==> src/rtl/arb_pkg.sv <==
// Shared constants and helpers for the round-robin stage arbiter.
package arb_pkg;

  localparam int N_DEFAULT = 4;

  // Width of a requester index for n requesters.
  function automatic int idx_w(input int n);
    return $clog2(n);
  endfunction

endpackage

==> src/rtl/rr_grant_logic.sv <==
// Rotating-priority grant: picks the first requester at or after prio, wrapping modulo N.
module rr_grant_logic
  import arb_pkg::*;
#(
  parameter  int N   = N_DEFAULT,
  localparam int IDW = idx_w(N)
) (
  input  logic [N-1:0]   req,
  input  logic [IDW-1:0] prio,
  output logic [N-1:0]   grant,
  output logic [IDW-1:0] grant_idx
);

  // Scan positions prio, prio+1, ... and keep only the first hit.
  always_comb begin : scan_p
    logic           found_s;
    logic [IDW:0]   sum_s;
    logic [IDW-1:0] pos_s;
    grant     = '0;
    grant_idx = '0;
    found_s   = 1'b0;
    sum_s     = '0;
    pos_s     = '0;
    for (int k = 0; k < N; k++) begin
      sum_s = {1'b0, prio} + (IDW + 1)'(k);
      // One subtraction suffices: prio < N and k < N.
      if (sum_s >= (IDW + 1)'(N)) begin
        sum_s = sum_s - (IDW + 1)'(N);
      end else begin
        sum_s = sum_s;
      end
      pos_s = sum_s[IDW-1:0];
      if (!found_s && req[pos_s]) begin
        grant[pos_s] = 1'b1;
        grant_idx    = pos_s;
        found_s      = 1'b1;
      end else begin
        found_s = found_s;
      end
    end
  end

endmodule

==> src/rtl/rr_stage_arbiter.sv <==
// N-to-1 round-robin arbiter feeding a single-entry output stage with full-throughput handshake.
module rr_stage_arbiter
  import arb_pkg::*;
#(
  parameter  int  N   = N_DEFAULT,
  parameter  type T   = logic [7:0],
  localparam int  IDW = idx_w(N)
) (
  input  logic           clk,
  input  logic           reset,
  input  logic           flush_in,
  input  logic [N-1:0]   valid_in,
  output logic [N-1:0]   ready_in,
  input  T               data_in [N],
  output logic           valid_out,
  input  logic           ready_out,
  output T               data_out,
  output logic [IDW-1:0] src_out,
  output logic [N-1:0]   grant_out
);

  logic           full_r;
  T               hold_data_r;
  logic [IDW-1:0] hold_src_r;
  logic [IDW-1:0] prio_r;

  logic [N-1:0]   grant_s;
  logic [IDW-1:0] grant_idx_s;
  logic           can_accept_s;
  logic           accept_s;
  logic [IDW-1:0] prio_next_s;

  rr_grant_logic #(.N(N)) u_grant (
    .req       (valid_in),
    .prio      (prio_r),
    .grant     (grant_s),
    .grant_idx (grant_idx_s)
  );

  // Handshake: the slot can take a beat when empty or being drained this cycle.
  always_comb begin
    can_accept_s = !flush_in && (!full_r || ready_out);
    accept_s     = can_accept_s && (|valid_in);
    grant_out    = grant_s;
    if (!reset && can_accept_s) begin
      ready_in = grant_s;
    end else begin
      ready_in = '0;
    end
    if (grant_idx_s == IDW'(N - 1)) begin
      prio_next_s = '0;
    end else begin
      prio_next_s = grant_idx_s + IDW'(1);
    end
  end

  // Hold register, full flag and priority pointer.
  always_ff @(posedge clk) begin
    if (reset) begin
      full_r      <= 1'b0;
      hold_data_r <= '0;
      hold_src_r  <= '0;
      prio_r      <= '0;
    end else if (flush_in) begin
      full_r <= 1'b0;
    end else if (accept_s) begin
      // Covers simultaneous read: the new beat overwrites the departing one.
      full_r      <= 1'b1;
      hold_data_r <= data_in[grant_idx_s];
      hold_src_r  <= grant_idx_s;
      prio_r      <= prio_next_s;
    end else if (full_r && ready_out) begin
      full_r <= 1'b0;
    end else begin
      full_r <= full_r;
    end
  end

  assign valid_out = full_r;
  assign data_out  = hold_data_r;
  assign src_out   = hold_src_r;

endmodule

==> config.mk <==
export PLATFORM = sky130hd
export DESIGN_NAME = rr_stage_arbiter
export DESIGN_NICKNAME = d
export VERILOG_FILES = /design/src/rtl/arb_pkg.sv /design/src/rtl/rr_grant_logic.sv /design/src/rtl/rr_stage_arbiter.sv
export SDC_FILE = /design/constraint.sdc
export NUM_CORES = 1
export LEC_CHECK = 0
export CAP_MARGIN = 30
export CORE_MARGIN = 10
export CORE_UTILIZATION = 30
export DETAILED_ROUTE_END_ITERATION = 6
export SKIP_CTS_REPAIR_TIMING = 1
export SLEW_MARGIN = 30
export SYNTH_ARGS = -nofsm -noshare
export SYNTH_HDL_FRONTEND = slang
export SYNTH_SLANG_ARGS = --single-unit
==> constraint.sdc <==
create_clock -name clk -period 7.8 [get_ports clk]
set_input_delay 0.78 -clock clk [delete_from_list [all_inputs] [get_ports clk]]
set_output_delay 0.78 -clock clk [all_outputs]
set_load 0.05 [all_outputs]
## After elaboration in Yosys (flattened, before gate mapping)

Cells that the tools add are included.

| operators by class | value |
|---|---|
| magnitude comparators | 13 |
| add/subtract/negate cells | 8 |
| eq/ne operators | 1 |
| bitwise gates (word level) | 5 |
| reduce and logical (&&, ||, !) cells | 22 |
| divide/modulo/power cells | 0 |
| multiply operators | 0 |
| shift-type cells | 0 |
| mux-type cells | 38 |

Operators by type and width:

| kind | count |
|---|---|
| $mux 4 | 5 |
| $mux 2 | 9 |
| $bmux 8 s2 | 1 |
| $mux 8 | 2 |
| $mux 1 | 13 |
| $ge 3x3->1 const B | 4 |
| $lt 2x3->1 const B | 4 |
| $or 4x4->4 | 3 |
| $logic_and 1x1->1 | 11 |
| $bmux 1 s2 | 4 |
| $demux 1 s2 | 4 |
| $ge 2x1->1 const B | 4 |
| $sub 2x1->2 const B | 4 |
| $add 2x2->3 const B | 2 |
| $logic_not 1->1 | 6 |
| $reduce_or 4->1 | 1 |
| $add 2x1->3 const B | 1 |
| $ge 2x3->1 const B | 1 |
| $not 2->3 | 1 |
| $add 2x1->2 const B | 1 |
| $eq 2x2->1 const B | 1 |
| $reduce_and 2->1 | 1 |
| $reduce_bool 2->1 | 1 |
| $reduce_or 2->1 | 1 |
| other kinds (2) | 2 |

| storage, ports and cells | value |
|---|---|
| bits in writable memories | 0 |
| input port bits | 40 |
| logic and storage cells | 91 |
| latch bits | 0 |
| register bits | 13 |
| memories | 0 |
| ROM bits | 0 |
| output and inout port bits | 19 |

## Depth between registers and ports, before layout

| depth | value |
|---|---|
| depth in word-level cells | 18 |
| mapped depth | 13 |

## Cells and area by module

Synthesis repeated with hierarchy kept, for this count alone.

| second synthesis, totals | value |
|---|---|
| cells, all modules | 144 |
| area total of the unflattened synthesis | 1310.0 µm² |

By module, submodules not included:

| module | instances | cells each | area each (µm²) | sequential area each (µm²) |
|---|---|---|---|---|
| rr_stage_arbiter | 1 | 79 | 820.8 | 260.2 |
| rr_grant_logic | 1 | 65 | 489.2 | 0.0 |

## Worst setup path after synthesis

OpenSTA, ideal clock, no wires.

| timing path | value |
|---|---|
| path type | register to output |
| start point | register prio_r[0] |
| end point | output port ready_in[2] |
| buffers on the path | 3 |
| arrival | 3.899 ns |
| data required time | 7.020 ns |
| cell stages (with the launch flop) | 11 |
| path slack | 3.121 ns |
| cells stage by stage | dfxtp_1 buf_6 inv_1 ha_1 buf_2 mux4_2 nor2b_4 buf_6 a22oi_1 o21ai_0 nor2b_1 |

| between the ends | value |
|---|---|
| cells in the longest elaborated chain, start to end | 15 |
| elaborated cells on any way between the ends | 60 |
| classes of those cells | add/sub: 7; order compare: 12; mux: 28; bitwise: 3; reduce/logical: 10 |

Ends and longest elaborated chain:

| item | RTL line | RTL |
|---|---|---|
| from (decl) | rr_stage_arbiter.sv:25 | `logic [IDW-1:0] prio_r;` |
| from (signal assigned) | rr_stage_arbiter.sv:71 | `prio_r <= prio_next_s;` |
| branches (longest 13 deep; another with $add 2x1->3) | -- |  |
| $mux 4 (*) | rr_grant_logic.sv:33 | `if (!found_s && req[pos_s]) begin` |
| named net grant_out[2] | rr_stage_arbiter.sv:19 | `output logic [N-1:0] grant_out` |
| $mux 4 (*) | rr_stage_arbiter.sv:45 | `if (!reset && can_accept_s) begin` |
| to (decl) | rr_stage_arbiter.sv:13 | `output logic [N-1:0] ready_in,` |

Mark *: on every way through the listed nets, which the timed path passes. The select of a mux whose other input is x is not followed.

## Worst setup path after layout

| timing path | value |
|---|---|
| start point | register prio_r[0] |
| end point | output port ready_in[1] |

| between the ends | value |
|---|---|
| cells in the longest elaborated chain, start to end | 15 |
| elaborated cells on any way between the ends | 60 |
| classes of those cells | add/sub: 7; order compare: 12; mux: 28; bitwise: 3; reduce/logical: 10 |

Ends and longest elaborated chain:

| item | RTL line |
|---|---|
| branches (longest 13 deep; another with $add 2x1->3) | -- |
| $mux 4 (*) | rr_grant_logic.sv:33 |
| $mux 4 (*) | rr_stage_arbiter.sv:45 |

Every way passes the cells marked *. The select of a mux whose other input is x is not followed.

==> impl_metrics.toml <==
[yosys]
synth_top_area_cell = "dfxtp_1"
synth_cell_types = 45
synth_fp_nets = 202
synth_edf_count = 0
syn_avg_cell_area_um2 = 8.590
synthTopCellsByArea = "dfxtp_1 (19%), mux2i_1 (6.0%), ha_1 (5.6%)"
yosysWarnings = 0
ys_top_cells_by_count = "dfxtp_1 (13), nor2_1 (12), nor2b_1 (9)"
synth-seq-cells = 13
netlist_area_um2 = 1340
ys.flop_type = "dfxtp_1"
synth_top_area_share = 0.1942
ys_seq_area_frac = 0.1942
syn_inst = 156
ys_async_sr_fraction = 0
yosysMostFrequentCell = "dfxtp_1"

[clock_tree]
clockBufferDepth = 2
cts_root_buf = "clkbuf_8"
cts_max_level = 1
clock_sinks = 13
cts_buffers = 3
path_clk_slew_ns = 0.06
insertion_delay_ns = 0.25
cts_tree = "built"

[die]
die-width_um = 86.84
die_y_um = 86.84
io_pins = 59
start_util = 0.3078
dieArea_um2 = 7540
core_area_um2 = 4354
rows = 24

[placement]
dp_hpwl_um = 3473
place_congestion = 0.8311
dp_cells = 252
io_buffer_count = 58

[grt]
grt_antenna_before_repair = 0
grt_overflow = 0
grt_max_degree = 25
grt_pass1_wl_um = 7238
grt_pass1_vias = 1422
grt.total_usage = 0.1166

[worst_setup_path]
critPathKind = "reg2out"
start_kind = "flop"
end_kind = "output port"
required_ns = 7.02
arrival_ns = 4.27
crit_fanout = 21

[layout]
finalNonFillerCells = 256
fin_nets = 251
drive_above_1_share = 0.06373
num_antenna_cells = 0
area_growth_pct = 44.91

[sta]
hold_ws_ns = 0.4736
grt_setup_unrepaired = "no"
hold_viol_final = 0
maxSlewViolCount = 0
worst_pin_slew_ns = 0.8467
skew_ns = 0.0008375
fin_crit_ns = 5.049
finalSetupViolations = 0
fmax_ghz = 0.1981
max_slew_margin = 0.4348
fin_crit_sh = 0.6473
setup_tns_ns = 0

[drt]
vias_per_cell = 5.457
vias = 1397
drt-total-wl_um = 4539
detail_route.wl_per_cell_um = 17.73
final_antenna_net_count = 0
drtIter0Drc = 103
drc = 0
dr.pass1.iters = 4

[worst_hold_path]
hp-class = "reg2reg"

[power]
p_total_mw = 0.5077
powerDensity_nw_per_um2 = 261.5
ir_drop_mv = 0.1054
p_leak_nw = 0.7023

[run_status]
status = "completed"

[run]
cap_violations = 0
## registers in the layout (all words and copies together) (netlist names)
| register | flops |
|---|---|
| valid_out | 1 |
| prio_r | 2 |
| data_out | 8 |
| src_out | 2 |
## placed cells by master, fill, tap and decap left out, types with 2 or more instances in the layout
cell type and count:
a2111oi_0 6, a211oi_1 7, a21oi_1 4, a22oi_1 8, a31oi_1 2, and2b_1 4
buf_4 2, clkbuf_8 3, clkdlybuf4s50_1 58, dfxtp_1 13, ha_1 6, inv_1 2
mux2i_1 8, mux4_2 3, nand2_1 5, nand2b_1 3, nand4_1 2, nor2_1 12
nor2b_1 9, nor3_1 7, o21ai_0 7, o21bai_1 7, o32ai_1 2, or3_1 4
## stage by stage
stage / instance area (um^2) / utilization / setup WS (ns)
floorplan: 1340 / - / 3.121
global placement: 1897 / 0.4356 / 3.284
detailed placement: 1897 / 0.4356 / 3.048
CTS: 1942 / 0.4460 / 2.757
global route: 1942 / 0.4460 / 2.405
finish: 1942 / 0.4460 / 2.751
## critical path, cell delays in order (launching register included)
cell             delay, ns
dfxtp_1               0.87
inv_1                 0.26
ha_1                  0.50
nand2b_1              0.22
mux2i_1               0.17
a32oi_1               0.07
o21ai_0               0.62
a22oi_1               0.20
o21ai_0               0.15
nor2b_1               0.16
clkdlybuf4s50_1       0.81
## kinds of logic (layout without fill, tap and decap cells)
| logic type | Yosys count | count (layout) | share of synthesized area |
|---|---|---|---|
| AO/OA/AOI/OAI | 52 | 52 | 0.2969 |
| XOR/XNOR | 2 | 2 | 0.01868 |
| adder cells (fa/ha/maj) | 6 | 6 | 0.05602 |
| buffers and inverters | 18 | 66 | 0.08310 |
| flip-flops | 13 | 13 | 0.1942 |
| multiplexers | 12 | 12 | 0.1214 |
| AND/OR/NAND/NOR | 53 | 53 | 0.2297 |
## routing by layer
layer,track usage,up-vias,routed length [um]
met1,0.1365,653,1853
met5,0,-,0
met2,0.1945,46,2257
met4,0.03829,0,96
li1,-,689,-
met3,0.03752,9,332
## final timing paths
check	startpoint	end	slack, ns	depth (start not counted)
max	prio_r[0]$_SDFFE_PP0P_	ready_in[1]	2.75	10
min	src_out[1]$_SDFFE_PP0P_	src_out[1]$_SDFFE_PP0P_	0.47	2
max reg2reg	prio_r[0]$_SDFFE_PP0P_	data_out[0]$_SDFFE_PP0P_	3.79	9
min reg2reg	src_out[1]$_SDFFE_PP0P_	src_out[1]$_SDFFE_PP0P_	0.47	2
## power by group
part	switching, mW	leakage [nW]	total [mW]	internal (mW)
logic	0.208	0.572	0.350	0.143
clock network	0.0259	0.0228	0.0621	0.0362
registers	0.0155	0.108	0.0952	0.0796
total	0.249	0.702	0.508	0.258
## cell type report
cell class / instances / area, um^2
Clock buffer: 4 / 45.04
Fill cell: 422 / 2412
Inverter: 2 / 7.507
Multi-Input combinational cell: 125 / 968.4
Sequential cell: 13 / 260.3
Tap cell: 52 / 65.06
Timing Repair Buffer: 60 / 595.6
(Power assumes the default switching activity.)
